$ cat src/rtl/gl_filter_pkg.sv
//==============================================================================
// Module      : gl_filter_pkg
// Description : Widths, kernel coefficients and saturation bounds shared by
//               the Gaussian / Laplacian 3x3 convolution channels.
// Revision    : 1.0 - initial release
//==============================================================================
`default_nettype none

package gl_filter_pkg;

    localparam int PIX_W       = 8;
    localparam int LAP_W       = 9;
    localparam int LATENCY     = 3;

    localparam int GAUSS_SUM_W = 12;
    localparam int GAUSS_SHIFT = 4;
    localparam int LAP_SUM_W   = 11;

    typedef enum logic {
        GAUSS   = 1'b0,
        LAPLACE = 1'b1
    } kernel_e;

    typedef logic [PIX_W-1:0] pix_t;
    // Row-major window, element 0 = top-left, 4 = centre, 8 = bottom-right
    typedef pix_t [8:0] win_t;

    localparam logic [GAUSS_SUM_W-1:0] G_K_CORNER = 12'd1;
    localparam logic [GAUSS_SUM_W-1:0] G_K_EDGE   = 12'd2;
    localparam logic [GAUSS_SUM_W-1:0] G_K_CENTRE = 12'd4;

    localparam logic signed [LAP_SUM_W-1:0] L_K_CORNER = 11'sd0;
    localparam logic signed [LAP_SUM_W-1:0] L_K_EDGE   = -11'sd1;
    localparam logic signed [LAP_SUM_W-1:0] L_K_CENTRE = 11'sd4;

    localparam logic signed [LAP_W-1:0] LAP_MIN = -9'sd256;
    localparam logic signed [LAP_W-1:0] LAP_MAX = 9'sd255;

    function automatic logic [GAUSS_SUM_W-1:0] g_ext(input pix_t p);
        return GAUSS_SUM_W'(p);
    endfunction

    function automatic logic signed [LAP_SUM_W-1:0] l_ext(input pix_t p);
        return $signed(LAP_SUM_W'(p));
    endfunction

endpackage

`default_nettype wire

$ cat src/rtl/conv3x3_chan.sv
//==============================================================================
// Module      : conv3x3_chan
// Description : One enable-gated 3-stage 3x3 convolution channel with its
//               enable-run counter and done flag.
// Revision    : 1.0 - initial release
//==============================================================================
`default_nettype none

module conv3x3_chan
    import gl_filter_pkg::*;
#(
    parameter kernel_e KERNEL = GAUSS,
    parameter int      OUT_W  = (KERNEL == GAUSS) ? PIX_W : LAP_W
) (
    input  logic             clk,
    input  logic             rst_n,
    input  logic             i_en,
    input  win_t             i_win,
    output logic [OUT_W-1:0] o_data,
    output logic             o_done
);

    localparam logic [1:0] c_latency = 2'(LATENCY);

    win_t             r_win;
    logic [OUT_W-1:0] r_out;
    logic [1:0]       r_run;
    logic [1:0]       w_run_next;
    logic             r_done;

    always_ff @(posedge clk or negedge rst_n) begin
        if (!rst_n) begin
            r_win <= '0;
        end else if (i_en) begin
            r_win <= i_win;
        end
    end

    generate
        if (KERNEL == GAUSS) begin : g_gauss
            logic [GAUSS_SUM_W-1:0] w_sum;
            logic [GAUSS_SUM_W-1:0] r_sum;

            always_comb begin
                w_sum = G_K_CORNER * (g_ext(r_win[0]) + g_ext(r_win[2]) + g_ext(r_win[6]) + g_ext(r_win[8]))
                      + G_K_EDGE   * (g_ext(r_win[1]) + g_ext(r_win[3]) + g_ext(r_win[5]) + g_ext(r_win[7]))
                      + G_K_CENTRE * g_ext(r_win[4]);
            end

            // Max sum 4080 >> 4 = 255, so the narrowing never loses significant bits
            always_ff @(posedge clk or negedge rst_n) begin
                if (!rst_n) begin
                    r_sum <= '0;
                    r_out <= '0;
                end else if (i_en) begin
                    r_sum <= w_sum;
                    r_out <= OUT_W'(r_sum >> GAUSS_SHIFT);
                end
            end
        end else begin : g_lap
            localparam logic signed [LAP_SUM_W-1:0] c_sum_max = LAP_SUM_W'(LAP_MAX);
            localparam logic signed [LAP_SUM_W-1:0] c_sum_min = LAP_SUM_W'(LAP_MIN);

            logic signed [LAP_SUM_W-1:0] w_sum;
            logic signed [LAP_SUM_W-1:0] r_sum;
            logic signed [LAP_W-1:0]     w_sat;
            logic                        w_unused_corners;

            // Corner taps carry a zero coefficient and are not summed
            assign w_unused_corners = ^{r_win[0], r_win[2], r_win[6], r_win[8]};

            always_comb begin
                w_sum = L_K_CENTRE * l_ext(r_win[4])
                      + L_K_EDGE   * (l_ext(r_win[1]) + l_ext(r_win[3]) + l_ext(r_win[5]) + l_ext(r_win[7]));
            end

            always_comb begin
                w_sat = LAP_W'(r_sum);
                if (r_sum > c_sum_max) begin
                    w_sat = LAP_MAX;
                end else if (r_sum < c_sum_min) begin
                    w_sat = LAP_MIN;
                end
            end

            always_ff @(posedge clk or negedge rst_n) begin
                if (!rst_n) begin
                    r_sum <= '0;
                    r_out <= '0;
                end else if (i_en) begin
                    r_sum <= w_sum;
                    r_out <= OUT_W'(w_sat);
                end
            end
        end
    endgenerate

    // Run counter saturates at LATENCY; done is registered from its next value
    always_comb begin
        w_run_next = 2'd0;
        if (i_en) begin
            w_run_next = (r_run == c_latency) ? c_latency : r_run + 2'd1;
        end
    end

    always_ff @(posedge clk or negedge rst_n) begin
        if (!rst_n) begin
            r_run  <= 2'd0;
            r_done <= 1'b0;
        end else begin
            r_run  <= w_run_next;
            r_done <= (w_run_next == c_latency);
        end
    end

    assign o_data = r_out;
    assign o_done = r_done;

endmodule

`default_nettype wire

$ cat src/rtl/gauss_laplacian_filter.sv
//==============================================================================
// Module      : gauss_laplacian_filter
// Description : Independent Gaussian (8-bit) and saturated Laplacian (9-bit
//               signed) 3x3 convolution channels.
// Revision    : 1.0 - initial release
//==============================================================================
`default_nettype none

module gauss_laplacian_filter
    import gl_filter_pkg::*;
(
    input  logic             clk_i,
    input  logic             rst_i,
    input  logic             g_en_i,
    input  logic [PIX_W-1:0] g_data_i_0,
    input  logic [PIX_W-1:0] g_data_i_1,
    input  logic [PIX_W-1:0] g_data_i_2,
    input  logic [PIX_W-1:0] g_data_i_3,
    input  logic [PIX_W-1:0] g_data_i_4,
    input  logic [PIX_W-1:0] g_data_i_5,
    input  logic [PIX_W-1:0] g_data_i_6,
    input  logic [PIX_W-1:0] g_data_i_7,
    input  logic [PIX_W-1:0] g_data_i_8,
    output logic [PIX_W-1:0] g_data_o,
    output logic             g_done_o,
    input  logic             l_en_i,
    input  logic [PIX_W-1:0] l_data_i_0,
    input  logic [PIX_W-1:0] l_data_i_1,
    input  logic [PIX_W-1:0] l_data_i_2,
    input  logic [PIX_W-1:0] l_data_i_3,
    input  logic [PIX_W-1:0] l_data_i_4,
    input  logic [PIX_W-1:0] l_data_i_5,
    input  logic [PIX_W-1:0] l_data_i_6,
    input  logic [PIX_W-1:0] l_data_i_7,
    input  logic [PIX_W-1:0] l_data_i_8,
    output logic [LAP_W-1:0] l_data_o,
    output logic             l_done_o
);

    conv3x3_chan #(
        .KERNEL (GAUSS)
    ) u_gauss (
        .clk    (clk_i),
        .rst_n  (rst_i),
        .i_en   (g_en_i),
        .i_win  ({g_data_i_8, g_data_i_7, g_data_i_6, g_data_i_5, g_data_i_4,
                  g_data_i_3, g_data_i_2, g_data_i_1, g_data_i_0}),
        .o_data (g_data_o),
        .o_done (g_done_o)
    );

    conv3x3_chan #(
        .KERNEL (LAPLACE)
    ) u_laplace (
        .clk    (clk_i),
        .rst_n  (rst_i),
        .i_en   (l_en_i),
        .i_win  ({l_data_i_8, l_data_i_7, l_data_i_6, l_data_i_5, l_data_i_4,
                  l_data_i_3, l_data_i_2, l_data_i_1, l_data_i_0}),
        .o_data (l_data_o),
        .o_done (l_done_o)
    );

endmodule

`default_nettype wire

$ cat config.mk
export PLATFORM = sky130hd
export DESIGN_NAME = gauss_laplacian_filter
export DESIGN_NICKNAME = d
export VERILOG_FILES = /design/src/rtl/gl_filter_pkg.sv /design/src/rtl/conv3x3_chan.sv /design/src/rtl/gauss_laplacian_filter.sv
export SDC_FILE = /design/constraint.sdc
export NUM_CORES = 1
export LEC_CHECK = 0
export BUFFER_PORTS_ARGS = -buffer_cell sky130_fd_sc_hd__buf_4
export CORE_MARGIN = 5
export CORE_UTILIZATION = 28
export DETAILED_ROUTE_END_ITERATION = 16
export GPL_TIMING_DRIVEN = 0
export SETUP_SLACK_MARGIN = 0.5
export SLEW_MARGIN = 20
export SYNTH_ARGS = -nofsm -noshare
export SYNTH_HDL_FRONTEND = slang
export SYNTH_HIERARCHICAL = 1
export SYNTH_SLANG_ARGS = --single-unit
$ cat constraint.sdc
create_clock -name clk_i -period 5.8 [get_ports clk_i]
set_clock_uncertainty 0.2 [all_clocks]
set_input_delay 0.58 -clock clk_i [delete_from_list [all_inputs] [get_ports clk_i]]
set_output_delay 0.58 -clock clk_i [all_outputs]
set_load 0.05 [all_outputs]
Word-level counts from Yosys, hierarchy flattened
Index checks and enable logic that the tools add are counted.

Memories kept: 0. Output and inout bits: 19. RAM bits: 0. Latch bits: 0. Word-level logic and storage cells: 49. Register bits after elaboration: 158. ROM bits: 0.

Muxes and demuxes: 6. Eq/ne operators: 4. Magnitude comparators: 2. Reduce and logical (&&, ||, !) cells: 0. $mul: 0. Add/subtract/negate cells: 15. Bitwise gates (word level): 0. Shift operators: 0. Div/mod/pow operators: 0.

Operator list (number): 8-bit by 8-bit adder with 9-bit output (3); 12-bit by 8-bit adder with 12-bit output (2); 11-bit by 8-bit adder with 11-bit output (2); 11-bit by 9-bit adder with 11-bit output (2); 9-bit two-way mux (2); 12-bit by 10-bit adder with 12-bit output (1); 12-bit adder (1); 11-bit adder (1); 11-bit by 9-bit greater-than comparator with 1-bit output (second input constant) (1); 11-bit by 9-bit less-than comparator with 1-bit output (second input constant) (1); 11-bit negation (1); 2-bit equality test (second input constant) (4); 2-bit two-way mux (4); 2-bit by 1-bit adder with 2-bit output (second input constant) (2).

Logic depth before layout (Yosys ltp)
Depth in word-level cells: 5. Depth in mapped cells: 21. Mapped depth without buffers: 20.

Modules after synthesis
The synthesis kept the hierarchy.

By module, submodules not included: conv3x3_chan (u_gauss) (sequential area each 2277.2 um2, area an instance 5337.6 um2, cells an instance 480, times used 1); conv3x3_chan (u_laplace) (sequential area each 1576.5 um2, area an instance 3527.1 um2, cells an instance 353, times used 1).

Worst setup path after synthesis
No wires, ideal clock.

Kind: register to register. From: register u_gauss/r_win[25] in the netlist's numbering. To: register u_gauss.g_gauss.r_sum[8]. Arrival: 4.988 ns. Stages on the path, launching flop included: 19. Clock period less this slack: 5.275 ns. Setup slack: 0.525 ns. Cells stage by stage: dfrtp_1 -> inv_1 -> fa_1 -> fa_1 -> inv_1 -> ha_1 -> fa_1 -> a21o_1 -> a21oi_2 -> xor2_1 -> fa_1 -> fa_1 -> fa_1 -> inv_1 -> ha_1 -> nor2_1 -> nor2_2 -> a2111o_1 -> o211ai_1.

Cells in the longest elaborated chain, start to end: 5.

RTL lines: start: declaration (RTL line conv3x3_chan.sv:25) `win_t r_win;`; start signal: assignment (RTL line conv3x3_chan.sv:35) `r_win <= i_win;`; 8-bit by 8-bit adder with 9-bit output (RTL line conv3x3_chan.sv:46) `+ G_K_EDGE * (g_ext(r_win[1]) + g_ext(r_win[3]) + g_ext(r_win[5]) + g_ext(r_win[7]))`; 11-bit by 8-bit adder with 11-bit output (2 in a row) (RTL line conv3x3_chan.sv:46); 12-bit adder (RTL line conv3x3_chan.sv:46); 12-bit by 10-bit adder with 12-bit output (RTL line conv3x3_chan.sv:47) `+ G_K_CENTRE * g_ext(r_win[4]);`; end signal: assignment (RTL line conv3x3_chan.sv:56) `r_sum <= w_sum;`; end: declaration (RTL line conv3x3_chan.sv:42) `logic [GAUSS_SUM_W-1:0] r_sum;`.

No other way between the ends. A chain may end at the register's enable or synchronous reset.

Worst setup path in the final report
Ends and elaborated chain as after synthesis.

==> results by group <==
Run status
  • Status: complete, no violations

Yosys
  • Post-synthesis async set-or-reset flop share: 100%
  • Number of synthesized register bits: 154
  • Post-synth cell types: 52
  • Mux contribution to synthesized area: 8.78%
  • Cell area after synthesis: 0.00886 mm^2
  • Synth Instances: 833
  • Post-Synth Simple-Gate Area: 7.45%
  • Largest family of logic cells by synthesized area: adder cells
  • Syn avg cell area: 10.6 um^2
  • Synthesized net count: 1085
  • Synth warnings: 6
  • Synth Area in Compound Gates: 10.2%
  • Synth area leader: dfrtp_1
  • Top area cells in the synthesized netlist: dfrtp_1 43%, fa_1 15%, mux2_2 8.3%
  • EDFF count, synth: 0
  • Adder-cell share of the synthesized area: 20.4%
  • Post-Synth XOR/XNOR Area: 1.48%
  • Post-synth top flop: dfrtp_1
  • Share of Yosys cell area claimed by the top area cell type: 43.5%
  • Sequential area share after synthesis: 43.5%

Global routing
  • First-pass GRT wire length: 37300 um
  • Pin count of the biggest net entering global routing: 95
  • Met3 Use GR: 3.43%
  • Busiest layer in global routing: met2
  • Vias in the first global route: 7008
  • GR Layer Usage met1: 17.0%
  • Overall global routing resource usage: 13.3%
  • Met2 usage: 22.6%
  • Initial antenna violation count: 1
  • Grt ovf: 0

Timing
  • Final Max Tran Viols: 0
  • Endpoints failing hold: 0
  • Rel. slew slack: 56.3%
  • RSZ-0062 raised after global routing: yes
  • Final period util: 90.9%
  • Fmax: 190 MHz
  • Tmin final: 5270 ps
  • TNS Setup: 0 ps
  • Final setup violation count: 0
  • Slew @ Worst Pin: 655 ps

Die
  • Row cnt: 65
  • Die width: 188 um
  • Die area: 0.0353 mm^2
  • Core area: 0.0314 mm^2
  • IO Pins: 167
  • Initial core utilization: 28.2%
  • Die height: 188 um

Clocking
  • Clock transition at path regs: 70 ps
  • Clock latency on the worst-skew pair: 440 ps
  • Max Root-Sink Buffers: 2
  • CTS Sinks: 154
  • Clk Tree Root Cell: clkbuf_16
  • H-tree depth: 4
  • CTS buffer count: 17
  • CTS tree: done

Route
  • Drt initial violations: 249
  • DRT Pass-1 Iters: 5
  • Routed Antenna Nets: 0
  • Via/cell ratio: 4.46
  • Routed length per instance: 15.9 um
  • # DRC: 0
  • Total routed wirelength: 22700 um
  • Routed via count: 6346

Hold path
  • Worst min-delay path category: in -> reg
  • Worst Hold Depth: 3
  • Min-delay src: l_data_i_5[3]
  • Hold EP: u_laplace/r_win[43]$_DFFE_PN0P_

Setup path
  • Arrival time at the worst endpoint: 5430 ps
  • Worst Reg-to-Reg Cells: 18
  • Worst endpoint required time: 5950 ps
  • Reg2Reg Capture Point: u_gauss/g_gauss.r_sum[8]$_DFFE_PN0P_
  • Crit-path max FO: 5
  • Crit Path Class: reg -> reg
  • CP Capture Type: register
  • Crit start category: register
  • R2R Setup Slk: 530 ps
  • Reg2reg start: u_gauss/r_win[25]$_DFFE_PN0P_

Place
  • HPWL after detailed placement: 16800 um
  • Port buffer count: 133
  • Gpl congestion: 0.797

Cells and area
  • # nets final: 1261
  • Share of post-route cells with drive strength above 1: 32.5%
  • # diodes: 0
  • P&R area growth vs syn: 30.0%

Flow run
  • MaxCap Viol Count: 0
[cells by family (layout without fill, tap and decap cells)]
logic type,after synthesis,count (layout)
flops,154,154
compound gates,147,147
buf+inv,189,378
simple gates,155,155
fa+ha+maj,104,104
mux,69,69
xor+xnor,15,15
[how the worst max path moves through the flow]
stage,startpoint,to,slack [ps],cells past startpoint
2_1_floorplan,u_gauss/r_win[25]$_DFFE_PN0P_,u_gauss/g_gauss.r_sum[8]$_DFFE_PN0P_,530,18
3_3_place_gp,u_gauss/r_win[25]$_DFFE_PN0P_,u_gauss/g_gauss.r_sum[10]$_DFFE_PN0P_,220,19
3_5_place_dp,u_gauss/r_win[25]$_DFFE_PN0P_,u_gauss/g_gauss.r_sum[10]$_DFFE_PN0P_,200,19
4_1_cts,u_gauss/r_win[9]$_DFFE_PN0P_,u_gauss/g_gauss.r_sum[8]$_DFFE_PN0P_,480,18
5_1_grt,u_gauss/r_win[25]$_DFFE_PN0P_,u_gauss/g_gauss.r_sum[10]$_DFFE_PN0P_,320,26
6_report,u_gauss/r_win[25]$_DFFE_PN0P_,u_gauss/g_gauss.r_sum[8]$_DFFE_PN0P_,530,18
[final cells by class]
type	instances	area (um^2)
Fill cell	3102	19900
Clock inverter	14	139
Multi-Input combinational cell	490	4620
Sequential cell	154	3850
Clock buffer	18	439
Tap cell	402	503
Inverter	156	586
Timing Repair Buffer	157	1230
Buffer	33	151
[cell usage in the layout (no fill, tap or decap), types with 4 or more instances in the layout]
cell type   Yosys  layout
buf_4           0     151
buf_2          15      13
nand3_1         6       5
o211ai_1       12      12
nand2b_1        4       4
a21oi_2         3       5
mux2_2         65      65
o21ai_0        83      80
ha_1           36      23
a21oi_1        19      14
inv_1         156     145
nand2_1        97      96
xnor2_1         9       8
xor2_1          6       6
clkbuf_1       18      18
nor2_1         31      29
clkinvlp_4      0       5
fa_1           68      65
inv_2           0      11
dfrtp_1       154     154
clkbuf_16       0      17
ha_4            0      12
inv_6           0       4
[metal layers]
layer  share of wire [%]  vias up
met5               0.057        -
li1                    -     3014
met1                  44     3145
met4                 1.3        2
met3                 5.0       25
met2                  50      160
[sequential cells by signal, indices dropped and copies added, names as in the netlist]
register and flops:
u_gauss/r_win 72, u_laplace/r_win 40, u_laplace/g_lap.r_sum 11, u_laplace/o_data 9, u_gauss/g_gauss.r_sum 8, u_gauss/o_data 8
u_gauss/r_run 2, u_laplace/r_run 2, u_gauss/o_done 1, u_laplace/o_done 1
[worst max-delay path, cell delays in order, from the launching register on]
cell and delay (ps):
dfrtp_1 340, inv_2 50, fa_1 510, fa_1 530, inv_2 50, ha_4 160, fa_2 370, a21o_1 200
a21oi_2 190, xor2_1 210, fa_1 460, fa_2 550, fa_1 420, inv_2 80, ha_4 210, nor2_4 100
nor2_4 70, a2111o_1 400, o211ai_1 90
[synth_stat cells (3+ instances only)]
cell type and instances:
inv_1 156, o21ai_0 83, nor3_1 3, xnor2_1 9, buf_2 15, clkbuf_1 18
nand4_1 3, fa_1 68, ha_1 36, o211ai_1 12, a21oi_1 19, mux2_2 65
and3_1 3, nor2_1 31, nand2_1 97, a21o_1 3, xor2_1 6, nand3_1 6
a21oi_2 3, dfrtp_1 154, nand2b_1 4
[timing repair]
item | CTS | global route
cloned | 0 | 0
endpoints found under the hold margin | 60 | 0
setup endpoints to repair | 7 | 8
resized for setup | 46 | 29
hold buffers | 1 | 0
pin swaps | 33 | 48
buffers inserted | 20 | 2
[stage by stage]
step	hold WS (ps)	utilization, %	setup slack (ps)	cell area [um^2]	std cells
2_1_floorplan	84.4	-	525	8860	833
3_3_place_gp	230	33.0	221	10400	1368
3_5_place_dp	237	33.1	196	10400	1369
4_1_cts	132	36.2	480	11400	1422
5_1_grt	138	36.7	323	11500	1424
6_report	149	36.7	527	11500	1424
Power is left out: the tool's default activity adds up to more than one toggle a clock period on the data nets, which glitch-free logic cannot reach.
